<file path="src/rtl/mc6845_pixel_serializer_if.sv">
// ---------------------------------------------------------------------------
// mc6845_pixel_serializer_if
// Bundles every signal between the pixel serializer, the MC6845 CRTC, the
// character VRAM, the font ROM and the video output.
//   CHAR_CLK           character clock back to the CRTC
//   MA, RA             CRTC memory / raster row address
//   DE, HSYNC, VSYNC   CRTC timing outputs
//   CURSOR             CRTC cursor flag for the current character
//   VRAM_ADDR/DATA     character RAM port (data 1 CLK after address)
//   FONT_ADDR/DATA     font ROM port (data 1 CLK after address)
//   PIXEL              serial pixel stream
//   HSYNC_O/VSYNC_O/DE_O  timing delayed to line up with PIXEL
// Modports: master = serializer side, slave = CRTC/memory/display side.
// ---------------------------------------------------------------------------
interface mc6845_pixel_serializer_if #(
  parameter int CHAR_WIDTH = 8,
  parameter int ROW_BITS   = 4
);
  logic                    CHAR_CLK;
  logic [13:0]             MA;
  logic [4:0]              RA;
  logic                    DE;
  logic                    HSYNC;
  logic                    VSYNC;
  logic                    CURSOR;
  logic [13:0]             VRAM_ADDR;
  logic [7:0]              VRAM_DATA;
  logic [7+ROW_BITS:0]     FONT_ADDR;
  logic [CHAR_WIDTH-1:0]   FONT_DATA;
  logic                    PIXEL;
  logic                    HSYNC_O;
  logic                    VSYNC_O;
  logic                    DE_O;

  modport master (
    output CHAR_CLK, VRAM_ADDR, FONT_ADDR, PIXEL, HSYNC_O, VSYNC_O, DE_O,
    input  MA, RA, DE, HSYNC, VSYNC, CURSOR, VRAM_DATA, FONT_DATA
  );

  modport slave (
    input  CHAR_CLK, VRAM_ADDR, FONT_ADDR, PIXEL, HSYNC_O, VSYNC_O, DE_O,
    output MA, RA, DE, HSYNC, VSYNC, CURSOR, VRAM_DATA, FONT_DATA
  );
endinterface

</file>
<file path="src/rtl/mc6845_pixel_serializer.sv">
// ---------------------------------------------------------------------------
// mc6845_pixel_serializer
// Dot-clock video back end for an MC6845 CRTC. Divides the dot clock into
// the character clock, samples the CRTC once per character, fetches the
// character code from VRAM and its row bitmap from the font ROM, and shifts
// the bitmap out MSB first. HSYNC/VSYNC/DE are delayed through the same
// pipeline so they stay aligned with the pixels; cursor characters are
// inverted. First pixel of a character appears CHAR_WIDTH CLKs after the
// edge that sampled it.
// Ports:
//   CLK   dot clock, rising edge
//   RST   synchronous active-high reset
//   bus   mc6845_pixel_serializer_if.master (CRTC, VRAM, font, video out)
// Build option:
//   CURSOR_BLINK_EN  when defined, a 5-bit frame counter (counting VSYNC
//                    rising edges) blinks the cursor: 16 frames on, 16 off.
//                    Undefined: steady cursor, no frame counter.
// ---------------------------------------------------------------------------
module mc6845_pixel_serializer #(
  parameter int CHAR_WIDTH = 8,
  parameter int ROW_BITS   = 4
) (
  input logic                      CLK,
  input logic                      RST,
  mc6845_pixel_serializer_if.master bus
);

  localparam int DW = $clog2(CHAR_WIDTH);
  localparam logic [DW-1:0] LAST_DOT = DW'(CHAR_WIDTH - 1);
  localparam logic [DW-1:0] HALF_DOT = DW'(CHAR_WIDTH / 2);

  logic [DW-1:0]           r_dotCnt;
  logic [DW-1:0]           w_dotNext;
  logic                    r_charClk;

  logic [ROW_BITS-1:0]     r_raS;
  logic                    r_deS;
  logic                    r_hsyncS;
  logic                    r_vsyncS;
  logic                    r_cursorS;

  logic [13:0]             r_vramAddr;
  logic [7+ROW_BITS:0]     r_fontAddr;
  logic [CHAR_WIDTH-1:0]   r_hold;
  logic [CHAR_WIDTH-1:0]   r_shift;
  logic                    r_pixel;

  // Timing captured at the load edge, then released one CLK later together
  // with the first pixel of the same character.
  logic                    r_deL;
  logic                    r_hsyncL;
  logic                    r_vsyncL;
  logic                    r_deO;
  logic                    r_hsyncO;
  logic                    r_vsyncO;

  logic                    w_blinkOn;
  logic                    w_curVis;

  // Next dot position, wrapping at the end of the character.
  always_comb begin
    w_dotNext = (r_dotCnt == LAST_DOT) ? '0 : r_dotCnt + 1'b1;
  end

`ifdef CURSOR_BLINK_EN
  logic [4:0] r_frameCnt;

  // Frame counter advances when the sampled VSYNC goes from 0 to 1 between
  // two consecutive character samples.
  always_ff @(posedge CLK) begin
    if (RST) begin
      r_frameCnt <= '0;
    end else if (r_dotCnt == '0 && bus.VSYNC && !r_vsyncS) begin
      r_frameCnt <= r_frameCnt + 5'd1;
    end
  end

  assign w_blinkOn = ~r_frameCnt[4];
`else
  assign w_blinkOn = 1'b1;
`endif

  assign w_curVis = r_cursorS & r_deS & w_blinkOn;

  // Character sequencer: dot counter, character clock, CRTC sampling,
  // VRAM/font fetch, shift register and delayed timing outputs.
  always_ff @(posedge CLK) begin
    if (RST) begin
      r_dotCnt   <= '0;
      r_charClk  <= 1'b1;
      r_raS      <= '0;
      r_deS      <= 1'b0;
      r_hsyncS   <= 1'b0;
      r_vsyncS   <= 1'b0;
      r_cursorS  <= 1'b0;
      r_vramAddr <= '0;
      r_fontAddr <= '0;
      r_hold     <= '0;
      r_shift    <= '0;
      r_pixel    <= 1'b0;
      r_deL      <= 1'b0;
      r_hsyncL   <= 1'b0;
      r_vsyncL   <= 1'b0;
      r_deO      <= 1'b0;
      r_hsyncO   <= 1'b0;
      r_vsyncO   <= 1'b0;
    end else begin
      r_dotCnt  <= w_dotNext;
      // Registered from the next count so CHAR_CLK tracks dot_cnt exactly;
      // the CRTC then advances mid-character and MA/RA are stable at dot 0.
      r_charClk <= (w_dotNext < HALF_DOT);

      r_pixel  <= r_shift[CHAR_WIDTH-1];
      r_deO    <= r_deL;
      r_hsyncO <= r_hsyncL;
      r_vsyncO <= r_vsyncL;

      if (r_dotCnt == '0) begin
        r_raS      <= bus.RA[ROW_BITS-1:0];
        r_deS      <= bus.DE;
        r_hsyncS   <= bus.HSYNC;
        r_vsyncS   <= bus.VSYNC;
        r_cursorS  <= bus.CURSOR;
        r_vramAddr <= bus.MA;
      end

      if (r_dotCnt == DW'(2)) begin
        r_fontAddr <= {bus.VRAM_DATA, r_raS};
      end

      if (r_dotCnt == DW'(4)) begin
        r_hold <= bus.FONT_DATA;
      end

      if (r_dotCnt == LAST_DOT) begin
        r_shift  <= r_deS ? (r_hold ^ {CHAR_WIDTH{w_curVis}}) : '0;
        r_deL    <= r_deS;
        r_hsyncL <= r_hsyncS;
        r_vsyncL <= r_vsyncS;
      end else begin
        r_shift <= {r_shift[CHAR_WIDTH-2:0], 1'b0};
      end
    end
  end

  assign bus.CHAR_CLK  = r_charClk;
  assign bus.VRAM_ADDR = r_vramAddr;
  assign bus.FONT_ADDR = r_fontAddr;
  assign bus.PIXEL     = r_pixel;
  assign bus.HSYNC_O   = r_hsyncO;
  assign bus.VSYNC_O   = r_vsyncO;
  assign bus.DE_O      = r_deO;

endmodule

</file>
<file path="src/flat_wrapper.sv">
// flat-port wrapper written by rule: the top's interface ports become plain ports
module mc6845_pixel_serializer_flat 
#(
  parameter int CHAR_WIDTH = 8,
  parameter int ROW_BITS   = 4
)
  (CLK, RST, bus_CHAR_CLK, bus_VRAM_ADDR, bus_FONT_ADDR, bus_PIXEL, bus_HSYNC_O, bus_VSYNC_O, bus_DE_O, bus_MA, bus_RA, bus_DE, bus_HSYNC, bus_VSYNC, bus_CURSOR, bus_VRAM_DATA, bus_FONT_DATA);
  mc6845_pixel_serializer_if #(.CHAR_WIDTH(CHAR_WIDTH), .ROW_BITS(ROW_BITS)) bus_i ();
  input logic CLK;
  input logic RST;
  output wire logic [$bits(bus_i.CHAR_CLK)-1:0] bus_CHAR_CLK;
  output wire logic [$bits(bus_i.VRAM_ADDR)-1:0] bus_VRAM_ADDR;
  output wire logic [$bits(bus_i.FONT_ADDR)-1:0] bus_FONT_ADDR;
  output wire logic [$bits(bus_i.PIXEL)-1:0] bus_PIXEL;
  output wire logic [$bits(bus_i.HSYNC_O)-1:0] bus_HSYNC_O;
  output wire logic [$bits(bus_i.VSYNC_O)-1:0] bus_VSYNC_O;
  output wire logic [$bits(bus_i.DE_O)-1:0] bus_DE_O;
  input wire logic [$bits(bus_i.MA)-1:0] bus_MA;
  input wire logic [$bits(bus_i.RA)-1:0] bus_RA;
  input wire logic [$bits(bus_i.DE)-1:0] bus_DE;
  input wire logic [$bits(bus_i.HSYNC)-1:0] bus_HSYNC;
  input wire logic [$bits(bus_i.VSYNC)-1:0] bus_VSYNC;
  input wire logic [$bits(bus_i.CURSOR)-1:0] bus_CURSOR;
  input wire logic [$bits(bus_i.VRAM_DATA)-1:0] bus_VRAM_DATA;
  input wire logic [$bits(bus_i.FONT_DATA)-1:0] bus_FONT_DATA;
  assign bus_CHAR_CLK = bus_i.CHAR_CLK;
  assign bus_VRAM_ADDR = bus_i.VRAM_ADDR;
  assign bus_FONT_ADDR = bus_i.FONT_ADDR;
  assign bus_PIXEL = bus_i.PIXEL;
  assign bus_HSYNC_O = bus_i.HSYNC_O;
  assign bus_VSYNC_O = bus_i.VSYNC_O;
  assign bus_DE_O = bus_i.DE_O;
  assign bus_i.MA = bus_MA;
  assign bus_i.RA = bus_RA;
  assign bus_i.DE = bus_DE;
  assign bus_i.HSYNC = bus_HSYNC;
  assign bus_i.VSYNC = bus_VSYNC;
  assign bus_i.CURSOR = bus_CURSOR;
  assign bus_i.VRAM_DATA = bus_VRAM_DATA;
  assign bus_i.FONT_DATA = bus_FONT_DATA;
  mc6845_pixel_serializer #(.CHAR_WIDTH(CHAR_WIDTH), .ROW_BITS(ROW_BITS)) u_core (.CLK(CLK), .RST(RST), .bus(bus_i));
endmodule
</file>
<file path="config.mk">
export PLATFORM = sky130hd
export DESIGN_NAME = mc6845_pixel_serializer_flat
export DESIGN_NICKNAME = d
export VERILOG_FILES = /design/src/rtl/mc6845_pixel_serializer_if.sv /design/src/rtl/mc6845_pixel_serializer.sv /design/src/flat_wrapper.sv
export SDC_FILE = /design/constraint.sdc
export NUM_CORES = 1
export LEC_CHECK = 0
export ABC_AREA = 1
export ABC_CLOCK_PERIOD_IN_PS = 1580
export CAP_MARGIN = 10
export CORE_MARGIN = 5
export CORE_UTILIZATION = 49
export CTS_BUF_LIST = sky130_fd_sc_hd__clkbuf_8
export DETAILED_ROUTE_END_ITERATION = 10
export GPL_ROUTABILITY_DRIVEN = 0
export GPL_TIMING_DRIVEN = 0
export HOLD_SLACK_MARGIN = 0.02
export PLACE_DENSITY = 0.82
export RECOVER_POWER = 50
export SYNTH_ARGS = -nofsm -noshare
export SYNTH_HDL_FRONTEND = slang
export SYNTH_SLANG_ARGS = --single-unit
</file>
<file path="constraint.sdc">
create_clock -name CLK -period 1.58 [get_ports CLK]
set_clock_uncertainty 0.15 [all_clocks]
set_input_delay 0.316 -clock CLK [delete_from_list [all_inputs] [get_ports CLK]]
set_output_delay 0.316 -clock CLK [all_outputs]
set_load 0.02 [all_outputs]
</file>
==> results of run 1 <==
registers in the layout (all words and copies together) (netlist names), 3 cells and up:
name and count:
u_core.bus.FONT_ADDR 12, u_core.bus.VRAM_ADDR 14, u_core.r_hold 8, u_core.r_raS 4
u_core.r_shift 8, u_core.r_dotCnt 3
worst register-to-register path, cell delays in order (launching register included):
cell and delay (ps):
dfxtp_1 380, ha_1 220, ha_4 180, nand2_1 110
nor2_4 210, nand2_1 70, nor2_1 80
per-stage QoR:
| step | util | area, um2 | hold slack [ps] | setup slack [ps] |
|---|---|---|---|---|
| floorplan | - | 2520 | 238 | 253 |
| global placement | 0.654 | 3300 | 243 | 99.6 |
| detailed placement | 0.654 | 3300 | 251 | 75.3 |
| CTS | 0.679 | 3420 | 97.1 | 31.9 |
| global route | 0.682 | 3440 | 248 | 3.57 |
| finish | 0.682 | 3440 | 218 | 93.7 |
synth_stat cells:
cell type / number / area [um2]
inv_1: 53 / 199
buf_1: 1 / 3.75
buf_6: 1 / 11.3
o21ai_0: 2 / 10.0
inv_2: 3 / 11.3
nand3_1: 43 / 215
nand2_1: 89 / 334
buf_4: 5 / 37.5
nor2_1: 79 / 297
ha_1: 4 / 50.1
nor2_2: 3 / 18.8
dfxtp_1: 61 / 1220
a21oi_1: 10 / 50.1
nor2_4: 1 / 11.3
buf_2: 10 / 50.1
layout by cell type, fill, tap and decap left out:
| cell | count |
|---|---|
| a21oi_1 | 10 |
| buf_2 | 6 |
| buf_4 | 5 |
| buf_6 | 1 |
| clkbuf_1 | 3 |
| clkbuf_2 | 2 |
| clkbuf_8 | 11 |
| clkdlybuf4s50_1 | 38 |
| clkinv_2 | 2 |
| dfxtp_1 | 61 |
| dlygate4sd2_1 | 31 |
| ha_1 | 3 |
| ha_4 | 1 |
| inv_1 | 54 |
| inv_2 | 3 |
| nand2_1 | 89 |
| nand3_1 | 43 |
| nor2_1 | 79 |
| nor2_2 | 2 |
| nor2_4 | 2 |
| o21ai_0 | 2 |
repair_timing:
item                                    in CTS  in global routing
endpoints found under the setup margin      31                 20
pin swaps                                    0                  1
cloned                                       0                  0
gates resized for setup                     31                  4
path summary, 6_finish.rpt:
kind / startpoint / end / slack, ps
worst max register to register: u_core.r_dotCnt[1] / u_core.r_shift[0] / 130
worst max-delay path: u_core.bus.VRAM_ADDR[10] / bus_VRAM_ADDR[10] / 90
worst min register to register: u_core.r_shift[7] / u_core.bus.PIXEL / 260
worst min-delay path: RST / u_core.r_deL / 220
power by group:
part	leakage [uW]	switching (uW)	total [uW]	internal (uW)
logic	0.00116	426	743	316
registers	0.000500	59.8	1710	1650
clock network	0.0000922	557	1180	626
total	0.00175	1040	3640	2600
kinds of logic (layout without fill, tap and decap cells):
| group | Yosys count | in the layout | synth area share |
|---|---|---|---|
| simple gates | 215 | 215 | 0.348 |
| buf+inv | 73 | 156 | 0.124 |
| flops | 61 | 61 | 0.485 |
| compound gates | 12 | 12 | 0.0238 |
| fa+ha+maj | 4 | 4 | 0.0199 |
layout make-up:
| class | instances | area (um2) | area share |
|---|---|---|---|
| Clock buffer | 11 | 151 | 0.0440 |
| Sequential cell | 61 | 1220 | 0.355 |
| Buffer | 17 | 100 | 0.0291 |
| Multi-Input combinational cell | 231 | 1000 | 0.292 |
| Inverter | 56 | 210 | 0.0611 |
| Clock inverter | 3 | 13.8 | 0.00400 |
| Timing Repair Buffer | 69 | 652 | 0.190 |
| Tap cell | 70 | 87.6 | 0.0255 |
layer usage:
layer | routed length (um) | share of wire
met2 | 2740 | 0.47
met4 | 157 | 0.027
met1 | 2460 | 0.42
met3 | 509 | 0.087
met5 | 0 | 0
==> key figures, run 1 <==
Detailed routing
  • DRC viols: 0
  • DRT Pass-1 Iters: 4
  • Antenna Violating Nets Remaining: 0
  • Wire per inst: 11.3 um
  • Vias/cell: 4.55
  • Vias: 2,358
  • Routed WL: 5860 um
  • Iter 0 DRT Violations: 88

Clock tree
  • Clk Latency, worst-skew pair: 330 ps
  • Maximum buffer depth of the clock tree: 2
  • Clock-pin slew on the worst setup and hold paths: 70 ps
  • Number of setup buffers added after CTS: 0
  • Cts hold-fix bufs: 0
  • Sinks on Clock Net: 61
  • Clock tree from TritonCTS: done
  • CTS Buf Count: 9
  • CTS root buf: clkbuf_8
  • Max H-tree Level: 3

Critical path
  • Top Family by Delay on Critical Path: buffers and inverters
  • WP data required: 1110 ps
  • Crit Path Category: flip-flop to output port
  • Worst-path fanout max: 2
  • Slowest CP cell: dlygate4sd2_1
  • Worst path cell trace: dlygate4sd2_1
  • Number of buffers and inverters on the critical path: 1
  • Critical Path Stages: 1
  • CP Launch Type: flip-flop
  • Setup crit end kind: output port
  • Worst path arrival time: 1020 ps
  • Worst path max stage delay: 360 ps
  • Worst reg-to-reg path cell count: 6

GRT
  • Vias in the first global route: 2,395
  • Gr usage total: 0.201
  • Global route hottest layer: met2
  • Met3 Track Usage GR: 0.0757
  • Initial antenna violation count: 0
  • Grt ovf: 0
  • First-pass GRT wire length: 10,400 um
  • Largest net degree at the start of global routing: 11
  • GR Util met1: 0.224
  • M2 GR Usage: 0.336

Synthesis
  • Syn Area/Cell: 6.90 um2
  • Mapped cell area: 2520 um2
  • Post-Syn Instances: 365
  • Yosys warns: 0
  • Sequential share of the synthesized area: 0.485
  • Post-synthesis register bit count: 61
  • Library cells used by synthesis: 15
  • Syn nets: 410

STA
  • Max frequency: 673 MHz
  • RSZ-0062 raised after global routing: false
  • Final setup fails: 0
  • Worst-Margin Slew: 444 ps
  • Tmin final: 1490 ps
  • Setup_tns: 0 ps
  • Pins Over Slew Limit: 0
  • Fin. Hold Viols: 0
  • Final period util: 0.941
  • Relative slew slack: 0.704

Die
  • # rows: 26
  • Die Y: 81.7 um
  • Die area: 6680 um2
  • Die Span X: 81.7 um
  • Initial core utilization: 0.500
  • Io pins: 72
  • Core area: 5040 um2

Pwr
  • Power Density: 1060 nW/um2
  • Pwr Total: 3640 uW
  • VDD IR max: 693 uV
  • Pleak: 0.00175 uW

Place
  • Post-DP HPWL: 4330 um
  • Placed cells: 504
  • IO Port Bufs: 69

Hold path
  • Hold depth: 2
  • Hold WC Path Type: input port to flip-flop

Layout
  • Layout cells sized above 1: 0.0781
  • Fillers: 449
  • Synth-to-layout area growth: 36.5%
  • Final #Nets: 490
  • ANT cells: 0
  • Final Non-Filler Cells: 518

Run
  • Max_cap viols: 0

Outcome
  • Outcome: completed
Note: power is estimated with default switching activity, not from simulation.
==> run 2: changes to the inputs <==
- CORE_UTILIZATION: 49 -> 29
- GPL_ROUTABILITY_DRIVEN: 0 -> default
- PLACE_DENSITY: 0.82 -> default
==> run 2 against run 1 <==
Core utilization fell by 28 points. Sequential share of layout area fell by 0.30 points. Via count shrank 3.1%. Critical path depth unchanged. Count of clock-buffer cells in the layout is 1 lower. Power fell by 1.6%. Design area up 0.95%. Worst hold slack got worse by 9.7 ps. Sequential cell count did not move. Critical endpoint is now bus_VRAM_ADDR[9].
==> key figures, run 2 (same netlist as run 1, synthesis figures left out) <==
GRT
  • Largest net degree at the start of global routing: 11
  • Vias in the first global route: 2,303
  • Grt ovf: 0
  • Initial antenna violation count: 0
  • First-pass GRT wire length: 10,100 um
  • Gr usage total: 0.122

Critical path
  • Crit Path Category: flip-flop to output port
  • Worst path cell trace: dlygate4sd2_1
  • Slowest CP cell: dfxtp_1
  • Worst path arrival time: 1030 ps
  • Number of buffers and inverters on the critical path: 1
  • Top Family by Delay on Critical Path: flip-flops
  • CP Launch Type: flip-flop
  • Worst-path fanout max: 2
  • WP data required: 1110 ps
  • Setup crit end kind: output port
  • Worst path max stage delay: 350 ps

STA
  • Fin. Hold Viols: 0
  • Tmin final: 1500 ps
  • RSZ-0062 raised after global routing: false
  • Final setup fails: 0
  • Final period util: 0.947
  • Pins Over Slew Limit: 0
  • Worst-Margin Slew: 431 ps
  • Max frequency: 668 MHz
  • Relative slew slack: 0.713
  • Setup_tns: 0 ps
  • Final WS setup: 83.9 ps

Layout
  • Synth-to-layout area growth: 37.8%
  • Most frequent cells in the layout: nand2_1 (89), nor2_1 (79), dfxtp_1 (60)
  • Max reg flops: 14
  • Most common cell after layout, fill and taps aside: nand2_1
  • Final Non-Filler Cells: 557
  • Layout cells sized above 1: 0.0780
  • Final #Nets: 490
  • ANT cells: 0
  • Final core occ: 0.404

Die
  • Die area: 10,700 um2
  • Initial core utilization: 0.293
  • Die Y: 103 um
  • Die Span X: 103 um
  • Core area: 8590 um2
  • Io pins: 72
  • # rows: 34

Pwr
  • Sequential Power Share: 0.480
  • Switching power: 1030 uW
  • Cell-internal power: 2550 uW
  • Clk pwr share: 0.316
  • Logic pwr share: 0.204
  • VDD IR max: 398 uV
  • Switch share: 0.288
  • Pleak: 0.00175 uW
  • Power Density: 1030 nW/um2

Outcome
  • Outcome: completed

Run
  • Max_cap viols: 0

Detailed routing
  • Vias: 2,286
  • DRT Pass-1 Iters: 4
  • Antenna Violating Nets Remaining: 0
  • Wire per inst: 10.7 um
  • DRC viols: 0
  • Iter 0 DRT Violations: 74
  • Vias/cell: 4.10
  • Routed WL: 5940 um

Clock tree
  • CTS Buf Count: 9
  • Max H-tree Level: 3
  • Number of setup buffers added after CTS: 0
  • Clk Latency, worst-skew pair: 330 ps
  • CTS root buf: clkbuf_8
  • Clock tree from TritonCTS: done
  • Maximum buffer depth of the clock tree: 2
  • Clock-pin slew on the worst setup and hold paths: 70 ps
  • Sinks on Clock Net: 61

Place
  • Post-DP HPWL: 4380 um
  • Gp weighted congestion: 0.794
  • Placed cells: 542
  • IO Port Bufs: 69
  • Dpl ws: 68.6 ps

Hold path
  • Hold WC Path Type: input port to flip-flop
[run 2: path summary, 6_finish.rpt]
| check | from | endpoint | slack, ps | cells past startpoint |
|---|---|---|---|---|
| worst min register to register | u_core.r_shift[7] | u_core.bus.PIXEL | 250 | 2 |
| worst max register to register | u_core.r_dotCnt[0] | u_core.r_dotCnt[0] | 120 | 5 |
| worst max-delay path | u_core.bus.VRAM_ADDR[9] | bus_VRAM_ADDR[9] | 80 | 1 |
| worst min-delay path | RST | u_core.r_deL | 210 | 2 |
[run 2: per-layer routing]
layer / global-route usage / vias to the layer above / wire length, um
met5: 0 / - / 0
met4: 0.0329 / 0 / 57
met3: 0.0516 / 4 / 352
met2: 0.200 / 56 / 2730
met1: 0.148 / 979 / 2790
li1: - / 1247 / -
[run 2: area by class of cell]
class	count	area, um2
Sequential cell	61	1220
Timing Repair Buffer	69	652
Multi-Input combinational cell	231	996
Buffer	17	97.6
Fill cell	917	5120
Tap cell	108	135
Clock inverter	5	21.3
Inverter	56	210
Clock buffer	10	138
[run 2: per-stage QoR]
| stage | instance area (um2) | power (uW) | hold WS, ps |
|---|---|---|---|
| 4_1_cts | 3470 | 3640 | 85.9 |
| 3_3_place_gp | 3350 | 2540 | 243 |
| 3_5_place_dp | 3350 | 2550 | 244 |
| 6_report | 3470 | 3580 | 208 |
| 5_1_grt | 3470 | 3830 | 222 |
| 2_1_floorplan | 2520 | 2200 | 238 |
[run 2: power by group through the flow]
stage	sequential [uW]	clock, uW	combinational (uW)
finish	1720	1130	730
floorplan	1840	0	366
global placement	1750	0	784
CTS	1720	1180	743
detailed placement	1750	0	792
global route	1730	1270	831
[run 2: what timing repair did]
item,CTS,global route
endpoints found under the setup margin,31,24
resized for setup,31,6
pin swaps,0,1
hold buffers,0,0
==> run 3: changes to the inputs <==
- CTS_BUF_LIST: sky130_fd_sc_hd__clkbuf_8 -> default
- TNS_END_PERCENT: default -> 1
==> run 3 against run 2 <==
Design area down 0.22%. Count of clock-buffer cells in the layout increased by 3. Sequential share of layout area about the same. First-iteration DRC count down 8.1%. Final cell count stayed put. Critical path depth up 4. Non-clock buffer count unchanged. Clock power is essentially flat. Maximum frequency decreased by 0.72%. Core utilization is 0.087 points lower. Critical path type is now flip-flop to flip-flop. Largest cell class unchanged. Largest power group unchanged.
==> key figures, run 3 (same netlist as run 1, synthesis figures left out) <==
Layout
  • Final #Nets: 490
  • ANT cells: 0
  • Final core occ: 0.403
  • Most frequent cells in the layout: nand2_1 (89), nor2_1 (80), dfxtp_1 (61)
  • Most common cell after layout, fill and taps aside: nand2_1
  • Seq. cell area: 1220 um2
  • Synth-to-layout area growth: 37.5%
  • Area taken by multi-input logic gates: 983 um2
  • Final Non-Filler Cells: 557
  • Max reg flops: 14
  • Fillers: 920
  • Layout cells sized above 1: 0.0780

Place
  • Post-DP HPWL: 4380 um
  • Dpl ws: 68.6 ps
  • Placed cells: 542
  • Gp weighted congestion: 0.794
  • IO Port Bufs: 69

STA
  • Worst-Margin Slew: 330 ps
  • Fin. Hold Viols: 0
  • RSZ-0062 raised after global routing: true
  • Max frequency: 664 MHz
  • Relative slew slack: 0.780
  • Pins Over Slew Limit: 0
  • Final setup fails: 0
  • Tmin final: 1510 ps
  • Final period util: 0.954
  • Final WS setup: 73.0 ps
  • Worst hold slack: 120 ps

Detailed routing
  • Wire per inst: 10.6 um
  • Antenna Violating Nets Remaining: 0
  • Iter 0 DRT Violations: 68
  • DRT Pass-1 Iters: 4
  • Vias: 2,264
  • Vias/cell: 4.06
  • Routed WL: 5920 um
  • DRC viols: 0

Die
  • Die Y: 103 um
  • # rows: 34
  • Die Span X: 103 um
  • Initial core utilization: 0.293
  • Io pins: 72
  • Die area: 10,700 um2
  • Core area: 8590 um2

Pwr
  • Pleak: 0.00175 uW
  • VDD IR max: 396 uV
  • Power Density: 1040 nW/um2

Clock tree
  • CTS root buf: clkbuf_8
  • Clock tree from TritonCTS: done
  • Clock-pin slew on the worst setup and hold paths: 60 ps
  • Cts hold-fix bufs: 0
  • Sinks on Clock Net: 61
  • Clk Latency, worst-skew pair: 330 ps
  • Maximum buffer depth of the clock tree: 2
  • CTS Buf Count: 9
  • Max H-tree Level: 3

GRT
  • Initial antenna violation count: 0
  • Largest net degree at the start of global routing: 11
  • Gr usage total: 0.122
  • First-pass GRT wire length: 10,100 um
  • Vias in the first global route: 2,304
  • Grt ovf: 0

Critical path
  • Worst path arrival time: 1620 ps
  • CP Launch Type: flip-flop
  • Crit Path Category: flip-flop to flip-flop
  • WP data required: 1690 ps
  • Setup crit end kind: flip-flop
  • Worst-path fanout max: 8

Hold path
  • Hold WC Path Type: input port to flip-flop

Run
  • Max_cap viols: 0

Outcome
  • Outcome: completed
-- run 3: final cells by class --
cell class | count | area share
clock inverter | 2 | 0.00289
timing repair buffer | 69 | 0.188
clock buffer | 13 | 0.0430
multi-input combinational | 231 | 0.284
buffer | 17 | 0.0300
sequential | 61 | 0.352
tap | 108 | 0.0390
inverter | 56 | 0.0607
-- run 3: per-stage QoR --
stage	cell area [um2]	total power, uW	TNS (ps)
after floorplan	2520	2200	0
after global placement	3350	2540	0
after detailed placement	3350	2550	0
after CTS	3470	3660	0
after global routing	3460	3840	-184
final	3460	3600	0
-- run 3: final timing paths --
check | slack [ps] | from | depth (start not counted) | end
setup reg to reg | 70 | u_core.r_dotCnt[0] | 5 | u_core.r_dotCnt[0]
setup / recovery | 70 | u_core.r_dotCnt[0] | 5 | u_core.r_dotCnt[0]
hold reg to reg | 250 | u_core.r_shift[7] | 2 | u_core.bus.PIXEL
hold / removal | 120 | RST | 2 | u_core.r_deL
-- run 3: what timing repair did --
item,in CTS,in global routing
resized for setup,31,3
buffers inserted,0,0
endpoints found under the setup margin,31,24
-- run 3: worst max-delay path: stages (launching register included) --
cell	delay, ps
dfxtp_1	330
ha_1	200
ha_1	240
nor2_2	310
inv_1	100
nor2_1	110
-- run 3: metal layers --
metal | vias to the layer above | wire length (um) | GRT usage
met5 | - | 0 | 0
met1 | 964 | 2810 | 0.148
li1 | 1249 | - | -
met4 | 0 | 70 | 0.0329
met3 | 5 | 332 | 0.0516
met2 | 46 | 2710 | 0.200
-- run 3: power by group --
| part | total [uW] | internal [uW] | switching (uW) | leakage [uW] |
|---|---|---|---|---|
| combinational | 727 | 314 | 413 | 0.00116 |
| sequential | 1720 | 1650 | 62.6 | 0.000500 |
| clock | 1150 | 600 | 553 | 0.0000833 |
| total | 3600 | 2570 | 1030 | 0.00175 |
